$ cat src/rtl/sl3_link_reset_sequencer.sv
// sl3_link_reset_sequencer
// Sequences PLL, TX and RX resets for one serial-lite lane group and reports
// link-up or permanent failure. Every wait phase is supervised by a watchdog
// timer; an expired wait forces a full re-reset, up to MAX_RETRIES attempts.
//
// Ports:
//   clk, srst        clock, synchronous active-high reset
//   link_enable      high requests bring-up, low forces IDLE
//   pll_locked       TX PLL lock (already synchronised to clk)
//   rx_cdr_locked    RX CDR lock-to-data (already synchronised)
//   rx_aligned       word alignment achieved (already synchronised)
//   pll_reset        TX PLL reset, active-high
//   tx_reset         TX PCS reset, active-high
//   rx_reset         RX PCS/CDR reset, active-high
//   link_up          link operational
//   link_fail        retries exhausted
//   retry_count      failed attempts since last IDLE or LINK_UP
//   state            current state encoding (debug)
module sl3_link_reset_sequencer #(
  parameter int unsigned TIMEOUT_BITS = 16,
  parameter int unsigned HOLD_BITS    = 4,
  parameter int unsigned MAX_RETRIES  = 3
) (
  input  logic       clk,
  input  logic       srst,
  input  logic       link_enable,
  input  logic       pll_locked,
  input  logic       rx_cdr_locked,
  input  logic       rx_aligned,
  output logic       pll_reset,
  output logic       tx_reset,
  output logic       rx_reset,
  output logic       link_up,
  output logic       link_fail,
  output logic [3:0] retry_count,
  output logic [2:0] state
);

  typedef enum logic [2:0] {
    IDLE       = 3'd0,
    RESET_PLL  = 3'd1,
    WAIT_PLL   = 3'd2,
    RELEASE    = 3'd3,
    WAIT_CDR   = 3'd4,
    WAIT_ALIGN = 3'd5,
    LINK_UP    = 3'd6,
    FAIL       = 3'd7
  } state_e;

  localparam logic [4:0] MAX_R5 = 5'(MAX_RETRIES);
  localparam logic [3:0] MAX_R4 = 4'(MAX_RETRIES);
  localparam logic [TIMEOUT_BITS:0] TIMER_ONE = (TIMEOUT_BITS+1)'(1);

  state_e                state_q, state_d;
  logic [TIMEOUT_BITS:0] timer_q, timer_d;
  logic [3:0]            retry_q, retry_d;
  logic                  pll_reset_q, pll_reset_d;
  logic                  tx_reset_q, tx_reset_d;
  logic                  rx_reset_q, rx_reset_d;
  logic                  link_up_q, link_up_d;
  logic                  link_fail_q, link_fail_d;

  logic hold_done, timeout, retry_path;

  always_comb begin
    state_d    = state_q;
    retry_d    = retry_q;
    retry_path = 1'b0;
    hold_done  = timer_q[HOLD_BITS];
    timeout    = timer_q[TIMEOUT_BITS];

    if (!link_enable) begin
      state_d = IDLE;
    end else begin
      // Success conditions are tested before failure conditions so that a
      // lock arriving on the timeout cycle still advances the sequence.
      unique case (state_q)
        IDLE:       state_d = RESET_PLL;
        RESET_PLL:  if (hold_done) state_d = WAIT_PLL;
        WAIT_PLL: begin
          if (pll_locked)   state_d = RELEASE;
          else if (timeout) retry_path = 1'b1;
        end
        RELEASE: begin
          if (hold_done)        state_d = WAIT_CDR;
          else if (!pll_locked) retry_path = 1'b1;
        end
        WAIT_CDR: begin
          if (rx_cdr_locked)                retry_path = 1'b0;
          else if (timeout || !pll_locked)  retry_path = 1'b1;
          if (rx_cdr_locked)                state_d = WAIT_ALIGN;
        end
        WAIT_ALIGN: begin
          if (rx_aligned && rx_cdr_locked) state_d = LINK_UP;
          else if (timeout || !rx_cdr_locked || !pll_locked) retry_path = 1'b1;
        end
        LINK_UP: begin
          if (!(pll_locked && rx_cdr_locked && rx_aligned)) state_d = RESET_PLL;
        end
        FAIL:       state_d = FAIL;
        default:    state_d = IDLE;
      endcase
    end

    if (retry_path) begin
      if ({1'b0, retry_q} + 5'd1 == MAX_R5) begin
        state_d = FAIL;
        retry_d = MAX_R4;
      end else begin
        state_d = RESET_PLL;
        retry_d = retry_q + 4'd1;
      end
    end

    if (state_d == IDLE || (state_d == LINK_UP && state_q != LINK_UP)) begin
      retry_d = '0;
    end

    if (state_d != state_q)  timer_d = '0;
    else if (timeout)        timer_d = timer_q;
    else                     timer_d = timer_q + TIMER_ONE;

    // Outputs decoded from the next state so they switch with state.
    pll_reset_d = (state_d == IDLE) || (state_d == RESET_PLL) || (state_d == FAIL);
    tx_reset_d  = pll_reset_d || (state_d == WAIT_PLL);
    rx_reset_d  = tx_reset_d  || (state_d == RELEASE);
    link_up_d   = (state_d == LINK_UP);
    link_fail_d = (state_d == FAIL);
  end

  always_ff @(posedge clk) begin
    if (srst) begin
      state_q     <= IDLE;
      timer_q     <= '0;
      retry_q     <= '0;
      pll_reset_q <= 1'b1;
      tx_reset_q  <= 1'b1;
      rx_reset_q  <= 1'b1;
      link_up_q   <= 1'b0;
      link_fail_q <= 1'b0;
    end else begin
      state_q     <= state_d;
      timer_q     <= timer_d;
      retry_q     <= retry_d;
      pll_reset_q <= pll_reset_d;
      tx_reset_q  <= tx_reset_d;
      rx_reset_q  <= rx_reset_d;
      link_up_q   <= link_up_d;
      link_fail_q <= link_fail_d;
    end
  end

  assign pll_reset   = pll_reset_q;
  assign tx_reset    = tx_reset_q;
  assign rx_reset    = rx_reset_q;
  assign link_up     = link_up_q;
  assign link_fail   = link_fail_q;
  assign retry_count = retry_q;
  assign state       = state_q;

endmodule

$ cat config.mk
export PLATFORM = sky130hd
export DESIGN_NAME = sl3_link_reset_sequencer
export DESIGN_NICKNAME = d
export VERILOG_FILES = /design/src/rtl/sl3_link_reset_sequencer.sv
export SDC_FILE = /design/constraint.sdc
export NUM_CORES = 1
export LEC_CHECK = 0
export CORE_MARGIN = 3
export CORE_UTILIZATION = 57
export DETAILED_ROUTE_END_ITERATION = 7
export GPL_TIMING_DRIVEN = 0
export PLACE_DENSITY = 0.86
export SLEW_MARGIN = 20
export SYNTH_ARGS = -nofsm -noshare
export SYNTH_HDL_FRONTEND = slang
export SYNTH_SLANG_ARGS = --single-unit
$ cat constraint.sdc
create_clock -name clk -period 3.88 [get_ports clk]
set_clock_uncertainty 0.15 [all_clocks]
set_input_delay 1.164 -clock clk [delete_from_list [all_inputs] [get_ports clk]]
set_output_delay 1.164 -clock clk [all_outputs]
set_load 0.005 [all_outputs]
==> impl_metrics.json, run 1 <==
{
  "setup_violations": 0,
  "synth_common_cells": "nor2_1, dfxtp_1, nand2_1",
  "synth_area_sq_mm": 0.001642,
  "startpoint": "link_enable",
  "insertion_delay_ns": 0.33,
  "crit_family": "buffers and inverters",
  "report.final.hold_viol_count": 0,
  "cts_tree": "yes",
  "seq_power_share": 0.505,
  "tns_ns": 0,
  "dpl_cell_area_sq_mm": 0.001839,
  "cp_max_fo": 10,
  "slew_headroom": 0.6218,
  "fin_ws_ns": 0.5757,
  "critical_path_buf_inv_count": 3,
  "antennaDiodeCount": 0,
  "drv_slew": 0,
  "die_area_sq_mm": 0.003560,
  "grt_max_degree": 11,
  "synth-compound-area-share": 0.1784,
  "netSwitchingFraction": 0.2177,
  "grt_overflow_total": 0,
  "grt_pass1_wl_um": 6348,
  "maxCapViolCount": 0,
  "switchingPower_uw": 130.2,
  "hpwl_um": 2697,
  "min_path_type": "flop to flop",
  "powerDensity_mw_per_mm2": 310.8,
  "clkTransAtPathRegs_ns": 0.08,
  "cts.sinks": 29,
  "rsz0062_at_grt": "false",
  "ys_async_sr_fraction": 0,
  "ys_types": 60,
  "arrival_ns": 3.41,
  "drc": 0,
  "start_util": 0.6284,
  "area_growth_syn_to_layout_pct": 17.23,
  "avgSynthCellArea_sq_um": 8.778,
  "cts_inserted_buffers": 5,
  "cp_data_required_time_ns": 3.99,
  "track_usage": 0.2368,
  "period_minus_slack_ns": 3.304,
  "vias_per_cell": 5.909,
  "rows": 18,
  "irDropWorstVdd_uv": 305.4,
  "r2r_slack_ns": 1.61,
  "routed_wirelength_um": 3681,
  "vias": 1424,
  "nNetsFinal": 219,
  "die_height_um": 59.67,
  "crit_path_end_kind": "flop",
  "ys_seq_area_frac": 0.3537,
  "synth_xor_area_frac": 0.1014,
  "yosys-top-cells-area": "dfxtp_1, nor2_1, xor2_1, nand3_1, nand2_1",
  "htree_levels": 2,
  "power.share.clock": 0.436,
  "period_share": 0.8516,
  "syn_inst": 187,
  "grt_pass1_vias": 1413,
  "synth_top_cell_by_area": "dfxtp_1",
  "power.leakage_nw": 0.7255,
  "core_area_sq_mm": 0.002613,
  "dr.pass1.iters": 5,
  "synth_fa_ha_area_frac": 0.02287,
  "min_from": "timer_q[13]",
  "dp_cells": 233,
  "gp_congestion": 0.8948,
  "cts-hold-fix-buffers": 0,
  "critPathMaxStageDelay_ns": 0.48,
  "yosysMostFrequentCell": "nor2_1",
  "ios": 18,
  "cts_root_buf": "clkbuf_4",
  "detail-route-antenna-nets": 0,
  "synth_top_area_share": 0.3537,
  "crit_path_start_kind": "input port",
  "cts_setup_buffers": 0,
  "io_buffers": 16,
  "drive_gt1_frac": 0.1517,
  "dp_slack_ns": 0.2616,
  "clockBufferDepth": 2,
  "synth_top_family_by_area": "simple AND/OR/NAND/NOR gates",
  "cts.repair.resized": 0,
  "final_cell_area_sq_mm": 0.001924,
  "combPwrFrac": 0.059,
  "synth_fp_nets": 196,
  "antenna_found_initial": 0,
  "routedWlPerCell_um": 15.27,
  "critPathKind": "input port to flop",
  "nFillCells": 192,
  "die_w_um": 59.67,
  "worst_pin_slew_ns": 0.5630,
  "synthFlopType": "dfxtp_1",
  "synthSimpleGateAreaFrac": 0.2988,
  "holdWs_ns": 0.3835,
  "crit_chain": "clkdlybuf4s50_1, clkbuf_1, a21bo_2, a211oi_1, a32o_2, xnor2_1, nand3_2, buf_6, nor2_1",
  "ys_seq_elements": 29,
  "crit_slowest_cell": "clkdlybuf4s50_1",
  "drt_iter0_drc": 95,
  "status": "finished, final reports clean",
  "final_cell_count_no_fill": 241,
  "synth_edf_count": 0,
  "clock.fmax_mhz": 302.6,
  "p_int_uw": 467.9,
  "synth.area.mux_share": 0.006098,
  "r2r-start": "state[0]",
  "yosys_warnings": 0
}
[final timing paths]
check / end / cells after the start
max: timer_q[6] / 9
min: timer_q[13] / 2
max reg2reg: timer_q[6] / 8
min reg2reg: timer_q[13] / 2
[final cells by class]
type | instances | area [sq um] | share of cell area
clock inverter | 1 | 30.03 | 0.01560
multi-input combinational | 146 | 997.2 | 0.5182
sequential | 29 | 580.6 | 0.3017
clock buffer | 7 | 55.05 | 0.02861
tap | 30 | 37.54 | 0.01951
buffer | 8 | 48.80 | 0.02536
timing repair buffer | 16 | 160.2 | 0.08322
inverter | 4 | 15.01 | 0.007802
[metal layers]
layer  vias up  routed length [um]  GRT usage
met3         6                 179    0.05832
met1       669                1652     0.2926
met4         0                  61     0.1171
met5         -                   0          0
li1        709                   -          -
met2        40                1787     0.3812
[worst register-to-register path: stages (launching register included)]
cell      delay, ns
dfxtp_1        0.50
buf_2          0.29
o21ai_0        0.10
a211oi_1       0.25
a32o_2         0.24
xnor2_1        0.15
nand3_2        0.19
buf_6          0.20
nor2_1         0.12
[power by group through the flow]
stage               logic, mW  clock network (mW)  registers, mW
floorplan              0.0220                   0          0.309
global placement       0.0331                   0          0.309
detailed placement     0.0346                   0          0.309
CTS                    0.0349               0.267          0.302
global route           0.0387               0.283          0.303
finish                 0.0350               0.261          0.302
[state kept, by name, indices dropped and copies added (netlist names)]
register and cells:
pll_reset 1, rx_reset 1, timer_q 17, state 3
retry_count 4, tx_reset 1, link_up 1, link_fail 1
[through the flow]
step | power, mW | utilization
2_1_floorplan | 0.3307 | -
3_3_place_gp | 0.3421 | 0.7040
3_5_place_dp | 0.3439 | 0.7040
4_1_cts | 0.6046 | 0.7366
5_1_grt | 0.6246 | 0.7366
6_report | 0.5981 | 0.7366
[cell usage in the layout (no fill, tap or decap), drive strengths merged, types with 2 or more instances in the layout]
cell | Yosys | layout
dfxtp | 29 | 29
clkdlybuf4s50 | 0 | 16
nor2b | 8 | 8
xor2 | 12 | 12
nand4 | 2 | 2
clkbuf | 1 | 8
nor2 | 31 | 31
a21oi | 5 | 5
a211oi | 3 | 3
ha | 3 | 3
a21o | 2 | 2
and3 | 3 | 3
nor3 | 3 | 3
inv | 4 | 4
buf | 7 | 7
o211ai | 2 | 2
xnor2 | 7 | 7
nand3 | 14 | 14
nand2 | 17 | 17
o21ai | 4 | 4
nor4 | 4 | 4
[kinds of logic after synthesis]
family,after synthesis
adders and majority gates,3
AOI/OAI and AO/OA,33
muxes,1
xor gates and xnor gates,19
DFF,29
and+or+nand+nor,90
buffers and inverters,12
No activity file was read; power rests on OpenSTA's default activity.
==> run 2: changes to the inputs <==
--- a/config.mk
+++ b/config.mk
@@ -14,3 +14,4 @@
 export SYNTH_ARGS = -nofsm -noshare
 export SYNTH_HDL_FRONTEND = slang
 export SYNTH_SLANG_ARGS = --single-unit
+export TNS_END_PERCENT = 1
==> results of run 2 <==
Same layout as run 1: the final DEF is identical, and so are final timing and power.
